File: src/rtl/universal_shift_reg_if.sv
// Request/response bundle for universal_shift_reg: control FSM (master) drives
// requests, the shift register (slave) returns contents and busy/done status.
interface universal_shift_reg_if #(
    parameter int WIDTH = 8,
    parameter int AMT_W = 4
);
    logic             start;
    logic [2:0]       op;
    logic [AMT_W-1:0] amt;
    logic [WIDTH-1:0] din;
    logic             sin_lsb;
    logic             sin_msb;
    logic [WIDTH-1:0] dout;
    logic             so_msb;
    logic             so_lsb;
    logic             busy;
    logic             done;

    modport master (
        output start, op, amt, din, sin_lsb, sin_msb,
        input  dout, so_msb, so_lsb, busy, done
    );

    modport slave (
        input  start, op, amt, din, sin_lsb, sin_msb,
        output dout, so_msb, so_lsb, busy, done
    );
endinterface

File: src/rtl/universal_shift_reg.sv
// Universal shift register: hold/load/clear plus multi-step shifts and rotates
// launched by a single start pulse, with busy/done progress reporting.
//
// state  | meaning
// IDLE   | waiting for start; single-edge ops complete here
// RUN    | applying latched op once per edge until remaining count expires
module universal_shift_reg #(
    parameter int WIDTH = 8,
    parameter int AMT_W = 4
) (
    input  logic                  i_clk,
    input  logic                  i_rst,
    universal_shift_reg_if.slave  bus
);
    localparam logic [2:0] OP_HOLD  = 3'b000;
    localparam logic [2:0] OP_SHL   = 3'b001;
    localparam logic [2:0] OP_SHR   = 3'b010;
    localparam logic [2:0] OP_LOAD  = 3'b011;
    localparam logic [2:0] OP_ROL   = 3'b100;
    localparam logic [2:0] OP_ROR   = 3'b101;
    localparam logic [2:0] OP_ASR   = 3'b110;
    localparam logic [2:0] OP_CLEAR = 3'b111;

    typedef enum logic {S_IDLE, S_RUN} state_t;

    state_t           r_state;
    logic [2:0]       r_op;
    logic [AMT_W-1:0] r_rem;
    logic [WIDTH-1:0] r_dout;
    logic             r_busy;
    logic             r_done;

    function automatic logic [WIDTH-1:0] step_fn(
        input logic [2:0]       op,
        input logic [WIDTH-1:0] d,
        input logic             sl,
        input logic             sm
    );
        logic [WIDTH-1:0] res;
        res = d;
        case (op)
            OP_SHL:  res = {d[WIDTH-2:0], sl};
            OP_SHR:  res = {sm, d[WIDTH-1:1]};
            OP_ROL:  res = {d[WIDTH-2:0], d[WIDTH-1]};
            OP_ROR:  res = {d[0], d[WIDTH-1:1]};
            OP_ASR:  res = {d[WIDTH-1], d[WIDTH-1:1]};
            default: res = d;
        endcase
        return res;
    endfunction

    always_ff @(posedge i_clk) begin
        if (i_rst) begin
            r_state <= S_IDLE;
            r_op    <= OP_HOLD;
            r_rem   <= '0;
            r_dout  <= '0;
            r_busy  <= 1'b0;
            r_done  <= 1'b0;
        end else begin
            r_done <= 1'b0;
            case (r_state)
                S_IDLE: begin
                    r_busy <= 1'b0;
                    if (bus.start) begin
                        r_op <= bus.op;
                        case (bus.op)
                            OP_HOLD:  r_done <= 1'b1;
                            OP_LOAD: begin
                                r_dout <= bus.din;
                                r_done <= 1'b1;
                            end
                            OP_CLEAR: begin
                                r_dout <= '0;
                                r_done <= 1'b1;
                            end
                            default: begin
                                if (bus.amt == '0) begin
                                    r_done <= 1'b1;
                                end else begin
                                    r_dout <= step_fn(bus.op, r_dout, bus.sin_lsb, bus.sin_msb);
                                    if (bus.amt == AMT_W'(1)) begin
                                        r_done <= 1'b1;
                                    end else begin
                                        r_rem   <= bus.amt - AMT_W'(1);
                                        r_busy  <= 1'b1;
                                        r_state <= S_RUN;
                                    end
                                end
                            end
                        endcase
                    end
                end
                S_RUN: begin
                    r_dout <= step_fn(r_op, r_dout, bus.sin_lsb, bus.sin_msb);
                    if (r_rem == AMT_W'(1)) begin
                        r_rem   <= '0;
                        r_busy  <= 1'b0;
                        r_done  <= 1'b1;
                        r_state <= S_IDLE;
                    end else begin
                        r_rem <= r_rem - AMT_W'(1);
                    end
                end
                default: r_state <= S_IDLE;
            endcase
        end
    end

    assign bus.dout   = r_dout;
    assign bus.so_msb = r_dout[WIDTH-1];
    assign bus.so_lsb = r_dout[0];
    assign bus.busy   = r_busy;
    assign bus.done   = r_done;
endmodule

File: src/flat_wrapper.sv
// flat-port wrapper written by rule: the top's interface ports become plain ports
module universal_shift_reg_flat 
#(
    parameter int WIDTH = 8,
    parameter int AMT_W = 4
)
  (i_clk, i_rst, bus_start, bus_op, bus_amt, bus_din, bus_sin_lsb, bus_sin_msb, bus_dout, bus_so_msb, bus_so_lsb, bus_busy, bus_done);
  universal_shift_reg_if #(.WIDTH(WIDTH), .AMT_W(AMT_W)) bus_i ();
  input  logic i_clk;
  input  logic i_rst;
  input wire logic [$bits(bus_i.start)-1:0] bus_start;
  input wire logic [$bits(bus_i.op)-1:0] bus_op;
  input wire logic [$bits(bus_i.amt)-1:0] bus_amt;
  input wire logic [$bits(bus_i.din)-1:0] bus_din;
  input wire logic [$bits(bus_i.sin_lsb)-1:0] bus_sin_lsb;
  input wire logic [$bits(bus_i.sin_msb)-1:0] bus_sin_msb;
  output wire logic [$bits(bus_i.dout)-1:0] bus_dout;
  output wire logic [$bits(bus_i.so_msb)-1:0] bus_so_msb;
  output wire logic [$bits(bus_i.so_lsb)-1:0] bus_so_lsb;
  output wire logic [$bits(bus_i.busy)-1:0] bus_busy;
  output wire logic [$bits(bus_i.done)-1:0] bus_done;
  assign bus_i.start = bus_start;
  assign bus_i.op = bus_op;
  assign bus_i.amt = bus_amt;
  assign bus_i.din = bus_din;
  assign bus_i.sin_lsb = bus_sin_lsb;
  assign bus_i.sin_msb = bus_sin_msb;
  assign bus_dout = bus_i.dout;
  assign bus_so_msb = bus_i.so_msb;
  assign bus_so_lsb = bus_i.so_lsb;
  assign bus_busy = bus_i.busy;
  assign bus_done = bus_i.done;
  universal_shift_reg #(.WIDTH(WIDTH), .AMT_W(AMT_W)) u_core (.i_clk(i_clk), .i_rst(i_rst), .bus(bus_i));
endmodule
File: config.mk
export PLATFORM = sky130hd
export DESIGN_NAME = universal_shift_reg_flat
export DESIGN_NICKNAME = d
export VERILOG_FILES = /design/src/rtl/universal_shift_reg_if.sv /design/src/rtl/universal_shift_reg.sv /design/src/flat_wrapper.sv
export SDC_FILE = /design/constraint.sdc
export NUM_CORES = 1
export LEC_CHECK = 0
export CAP_MARGIN = 0
export CORE_MARGIN = 2
export CORE_UTILIZATION = 70
export CTS_BUF_LIST = sky130_fd_sc_hd__clkbuf_4
export CTS_CLUSTER_DIAMETER = 60
export DETAILED_ROUTE_END_ITERATION = 10
export DONT_BUFFER_PORTS = 1
export GPL_TIMING_DRIVEN = 0
export PLACE_DENSITY = 0.82
export SLEW_MARGIN = 40
export SYNTH_ARGS = -nofsm -noshare
export SYNTH_HDL_FRONTEND = slang
export SYNTH_SLANG_ARGS = --single-unit
File: constraint.sdc
create_clock -name i_clk -period 3.3 [get_ports i_clk]
set_clock_uncertainty 0.1 [all_clocks]
set_input_delay 0.495 -clock i_clk [delete_from_list [all_inputs] [get_ports i_clk]]
set_output_delay 0.495 -clock i_clk [all_outputs]
set_load 0.01 [all_outputs]
# Word level (Yosys, flattened, before mapping)

Index checks and enable logic that the tools add are counted.

Register bits after elaboration: 18
Input port bits: 20
Logic and storage cells: 70

$add $sub $neg: 2
Equality and inequality tests: 27
Muxes and demuxes: 26
Bitwise gates (word level): 1
Reductions and logical operators: 7

Operators with widths:

| cell                                                 | number |
|---|---|
| one-hot mux 8 bit (5 select lines)                   | 2 |
| one-hot mux 8 bit (3 select lines)                   | 1 |
| equality test 3 bit (second input constant)          | 7 |
| 2-to-1 mux 4 bit                                     | 5 |
| 2-to-1 mux 8 bit                                     | 2 |
| one-hot mux 8 bit (2 select lines)                   | 1 |
| inequality test 2 bit (second input constant)        | 7 |
| 2-to-1 mux 1 bit                                     | 11 |
| equality test 3 x 2 -> 1 bit (second input constant) | 3 |
| equality test 4 x 1 -> 1 bit (second input constant) | 2 |
| inequality test 4 bit (second input constant)        | 2 |
| inequality test 8 bit (second input constant)        | 1 |
| one-hot mux 4 bit (2 select lines)                   | 1 |
| subtractor 4 x 1 -> 4 bit (second input constant)    | 2 |
| inequality test 7 bit (second input constant)        | 1 |
| AND reduction 7 bit                                  | 1 |
| equality test 3 x 1 -> 1 bit (second input constant) | 2 |
| inequality test 6 bit (second input constant)        | 1 |
| one-hot mux 1 bit (2 select lines)                   | 3 |
| inequality test 5 bit (second input constant)        | 1 |
| AND reduction 5 bit                                  | 1 |
| logical NOT 4 bit                                    | 1 |
| AND reduction 4 bit                                  | 1 |
| logical NOT 3 bit                                    | 1 |
| 3 further kinds                                      | 3 |

# Longest topological paths before layout

Word-level depth: 6
Gate-level depth with buffers: 7

# Worst setup path after synthesis

OpenSTA, ideal clock, no wires.

Path kind: input to register
From: input bus_amt[0]
To: register u_core.r_dout[1] (netlist: u_core.bus.dout[1])
Data arrival time: 1658 ps
Setup slack: 1425 ps
Stages on the path: 6
Path buffers: 0
Cells stage by stage: inv_1 > ha_1 > or3b_1 > o211ai_2 > a21oi_1 > a32o_1

Word-level cells in the longest chain between the ends: 3

Ends and longest elaborated chain:

| element                                | RTL line                  | source |
|---|---|---|
| start, declared                        | flat_wrapper.sv:13        | `input wire logic [$bits(bus_i.amt)-1:0] bus_amt;` |
| logical NOT 4 bit                      | universal_shift_reg.sv:78 | `if (bus.amt == '0) begin` |
| inequality test 4 bit (no source line) | -                         |  |
| AND reduction 5 bit (no source line)   | -                         |  |
| end signal, assigned                   | universal_shift_reg.sv:70 | `r_dout <= bus.din;` |
| end signal, assigned                   | universal_shift_reg.sv:81 | `r_dout <= step_fn(bus.op, r_dout, bus.sin_lsb, bus.sin_msb);` |
| end signal, assigned                   | universal_shift_reg.sv:95 | `r_dout <= step_fn(r_op, r_dout, bus.sin_lsb, bus.sin_msb);` |
| end, declared                          | universal_shift_reg.sv:29 | `logic [WIDTH-1:0] r_dout;` |

Every way passes these cells.
A chain may end at the register's enable or synchronous reset.

# Worst setup path in the final report

From: input bus_amt[0]
To: register u_core.r_dout[6] (netlist: u_core.bus.dout[6])

Same word-level chain as after synthesis.

==> flow_summary.toml <==
[min_path]
hold_path_class = "in -> reg"
hold_path_depth = 2
hold_end = "u_core.r_rem[3]"
min_from = "i_rst"

[floorplanning]
initial_core_util = 0.759
dieArea_sq_mm = 0.00258
die_height_um = 50.8
die_w_um = 50.8
io_pins = 32
row_count = 16
coreArea_sq_mm = 0.00202

[sta]
drv_slew = 0
fin_crit_sh = 0.557
rsz0062_at_grt = "false"
worst_pin_slew_ns = 0.681
fmax_mhz = 544
setup_violations = 0
relSlewSlack = 0.546
setup-tns-final_ns = 0
period_needed_ns = 1.84
report.final.hold_viol_count = 0

[synthesis]
ys_ff_latch = 18
synthCells = 187
syn_area_sq_mm = 0.00154
synthAdderAreaFrac = 0.0326
synth-xor-area-share = 0.0114
synth_edf_count = 0
yosys_warnings = 0
ys_types = 53
async_reset_ff_frac = 0
syn_avg_cell_area_sq_um = 8.21
syn_nets = 211
synth_mux_area_frac = 0.0896
synth-simple-area-share = 0.235
synth_top_family_by_area = "compound AO/OA/AOI/OAI gates"
synth_compound_area_frac = 0.311
synth_ff_type = "dfxtp_1"
ys_seq_area_frac = 0.235

[setup_path]
critPathKind = "in -> reg"
worst-path-buf-inv = 1
r2r_slack_ns = 1.53
cp-startpoint = "bus_amt[0]"
critPathRequiredTime_ns = 3.41
timing.rr.start = "u_core.r_op[1]"
cp-end-kind = "register"
max_stage_delay_ns = 0.43
r2r-end = "u_core.bus.dout[6]"
arrival_ns = 1.94
cp_max_fo = 7
path_cells = "inv_1 -> ha_1 -> or3b_1 -> o211ai_2 -> a21oi_1 -> a32o_1"
cp_top_family = "compound AO/OA/AOI/OAI gates"
crit_slowest_cell = "or3b_1"
setup.worst_path.start_class = "primary input"
rr_worst_depth = 5

[grt]
grt_antenna_before_repair = 0
grt_overflow = 0
grt_pass1_wl_mm = 6.64
grt_max_degree = 11
grt_usage = 0.341
grt_pass1_vias = 1455

[routing]
wl_per_cell_um = 19.8
drt_pass1_iterations = 5
ant_nets = 0
drt-total-wl_mm = 4.31
viasPerCell = 7.22
drc_errors = 0
drt-initial-drc-count = 110
vias = 1574

[power_and_ir_drop]
powerDensity_mw_per_mm2 = 377
p_leak_nw = 0.631
ir_drop_mv = 0.394

[clock_tree]
worstSkewPairLatency_ns = 0.31
ctsHoldBuffers = 0
htreeDepth = 1
clock_path_buffers = 2
cts-resized-gates = 0
cts_buffers = 3
cts_root_buffer = "clkbuf_4"
clkSinkCount = 18
post_cts.repair.setup_buffers = 0
clk_pin_slew_ns = 0.12
cts_tree = "built"

[final_layout]
finalNonFillerCells = 218
drive_gt1_frac = 0.136
final_nets = 216
layout_common_cells = "18 x nand3_1, 18 x dfxtp_1, 12 x o21ai_0"
syn_to_final_growth_pct = 3.91
diodes = 0

[run]
maxCapViolations = 0

[placement]
routabilityCongestion = 0.942
hpwlAfterDp_mm = 3.07
dp.cells = 214
numPortBuffers = 0

[outcome]
outcome = "completed"
[logic make-up (layout without fill, tap and decap cells)]
logic type                 Yosys count  count (layout)
AOI/OAI and AO/OA                   61              61
adders and majority gates            4               4
and+or+nand+nor                     64              64
DFF                                 18              18
xor gates and xnor gates             2               2
muxes                               13              13
buffers and inverters               25              29
[report_power, final]
part | internal, W | switching [W]
clock network | 0.0000442 | 0.0000807
registers | 0.000239 | 0.0000340
logic | 0.0000937 | 0.000111
[layout make-up]
class,count,area [sq um]
plain buffers,15,93.8
clock buffers,3,22.5
clock inverters,1,3.75
fillers,144,427
inverters,10,37.5
multi-input cells,144,1040
flip-flops and latches,18,360
well taps,27,33.8
[registers in the layout, summed over array words and instances, names as in the netlist]
name,count
u_core.bus.busy,1
u_core.bus.done,1
u_core.bus.dout,8
u_core.r_op,3
u_core.r_rem,4
u_core.r_state,1
[worst max-delay path by stage]
stage / to / slack (ns) / cells past startpoint
6_report: u_core.bus.dout[6] / 1.46 / 6
5_1_grt: u_core.bus.dout[6] / 1.45 / 6
4_1_cts: u_core.bus.dout[6] / 1.51 / 6
3_5_place_dp: u_core.bus.dout[6] / 1.19 / 6
3_3_place_gp: u_core.bus.dout[1] / 1.23 / 6
2_1_floorplan: u_core.bus.dout[1] / 1.42 / 6
[synthesized netlist by cell type (all sizes together), types with 2 or more instances]
| cell type | n | area share |
|---|---|---|
| nor3 | 2 | 0.0065 |
| a211o | 4 | 0.023 |
| o221ai | 3 | 0.017 |
| ha | 4 | 0.033 |
| nand2b | 9 | 0.037 |
| mux2 | 3 | 0.024 |
| inv | 9 | 0.022 |
| a22o | 3 | 0.017 |
| dfxtp | 18 | 0.23 |
| o21ai | 12 | 0.039 |
| xor2 | 2 | 0.011 |
| a32o | 7 | 0.046 |
| nor2 | 9 | 0.022 |
| a211oi | 4 | 0.023 |
| nand2 | 6 | 0.015 |
| o211a | 2 | 0.013 |
| mux2i | 10 | 0.065 |
| clkbuf | 4 | 0.0098 |
| and3b | 2 | 0.011 |
| nand3 | 18 | 0.059 |
| or2 | 3 | 0.012 |
| a21o | 2 | 0.0098 |
| o22ai | 4 | 0.016 |
| o2bb2ai | 2 | 0.011 |
| buf | 11 | 0.051 |
| nor2b | 5 | 0.020 |
| or3 | 3 | 0.015 |
| a21oi | 8 | 0.026 |
| nand3b | 2 | 0.0098 |
| o211ai | 2 | 0.013 |
[per-stage QoR]
| stage | cell area [sq um] | hold slack, ns | utilization | total power (W) | setup slack, ns |
|---|---|---|---|---|---|
| after detailed placement | 1570 | 0.426 | 0.776 | 0.000474 | 1.19 |
| final | 1600 | 0.272 | 0.789 | 0.000602 | 1.46 |
| after global routing | 1600 | 0.301 | 0.789 | 0.000623 | 1.45 |
| after global placement | 1570 | 0.408 | 0.776 | 0.000464 | 1.23 |
| after CTS | 1600 | 0.278 | 0.789 | 0.000590 | 1.51 |
| after floorplan | 1540 | 0.392 | - | 0.000431 | 1.42 |
[layer usage]
| metal | up-vias | global-route usage | part of all wire |
|---|---|---|---|
| met4 | 0 | 0.158 | 0.026 |
| met5 | - | 0 | 0 |
| li1 | 713 | - | - |
| met3 | 20 | 0.0526 | 0.11 |
| met1 | 726 | 0.465 | 0.42 |
| met2 | 115 | 0.531 | 0.44 |
No activity file was read; power rests on OpenSTA's default activity.
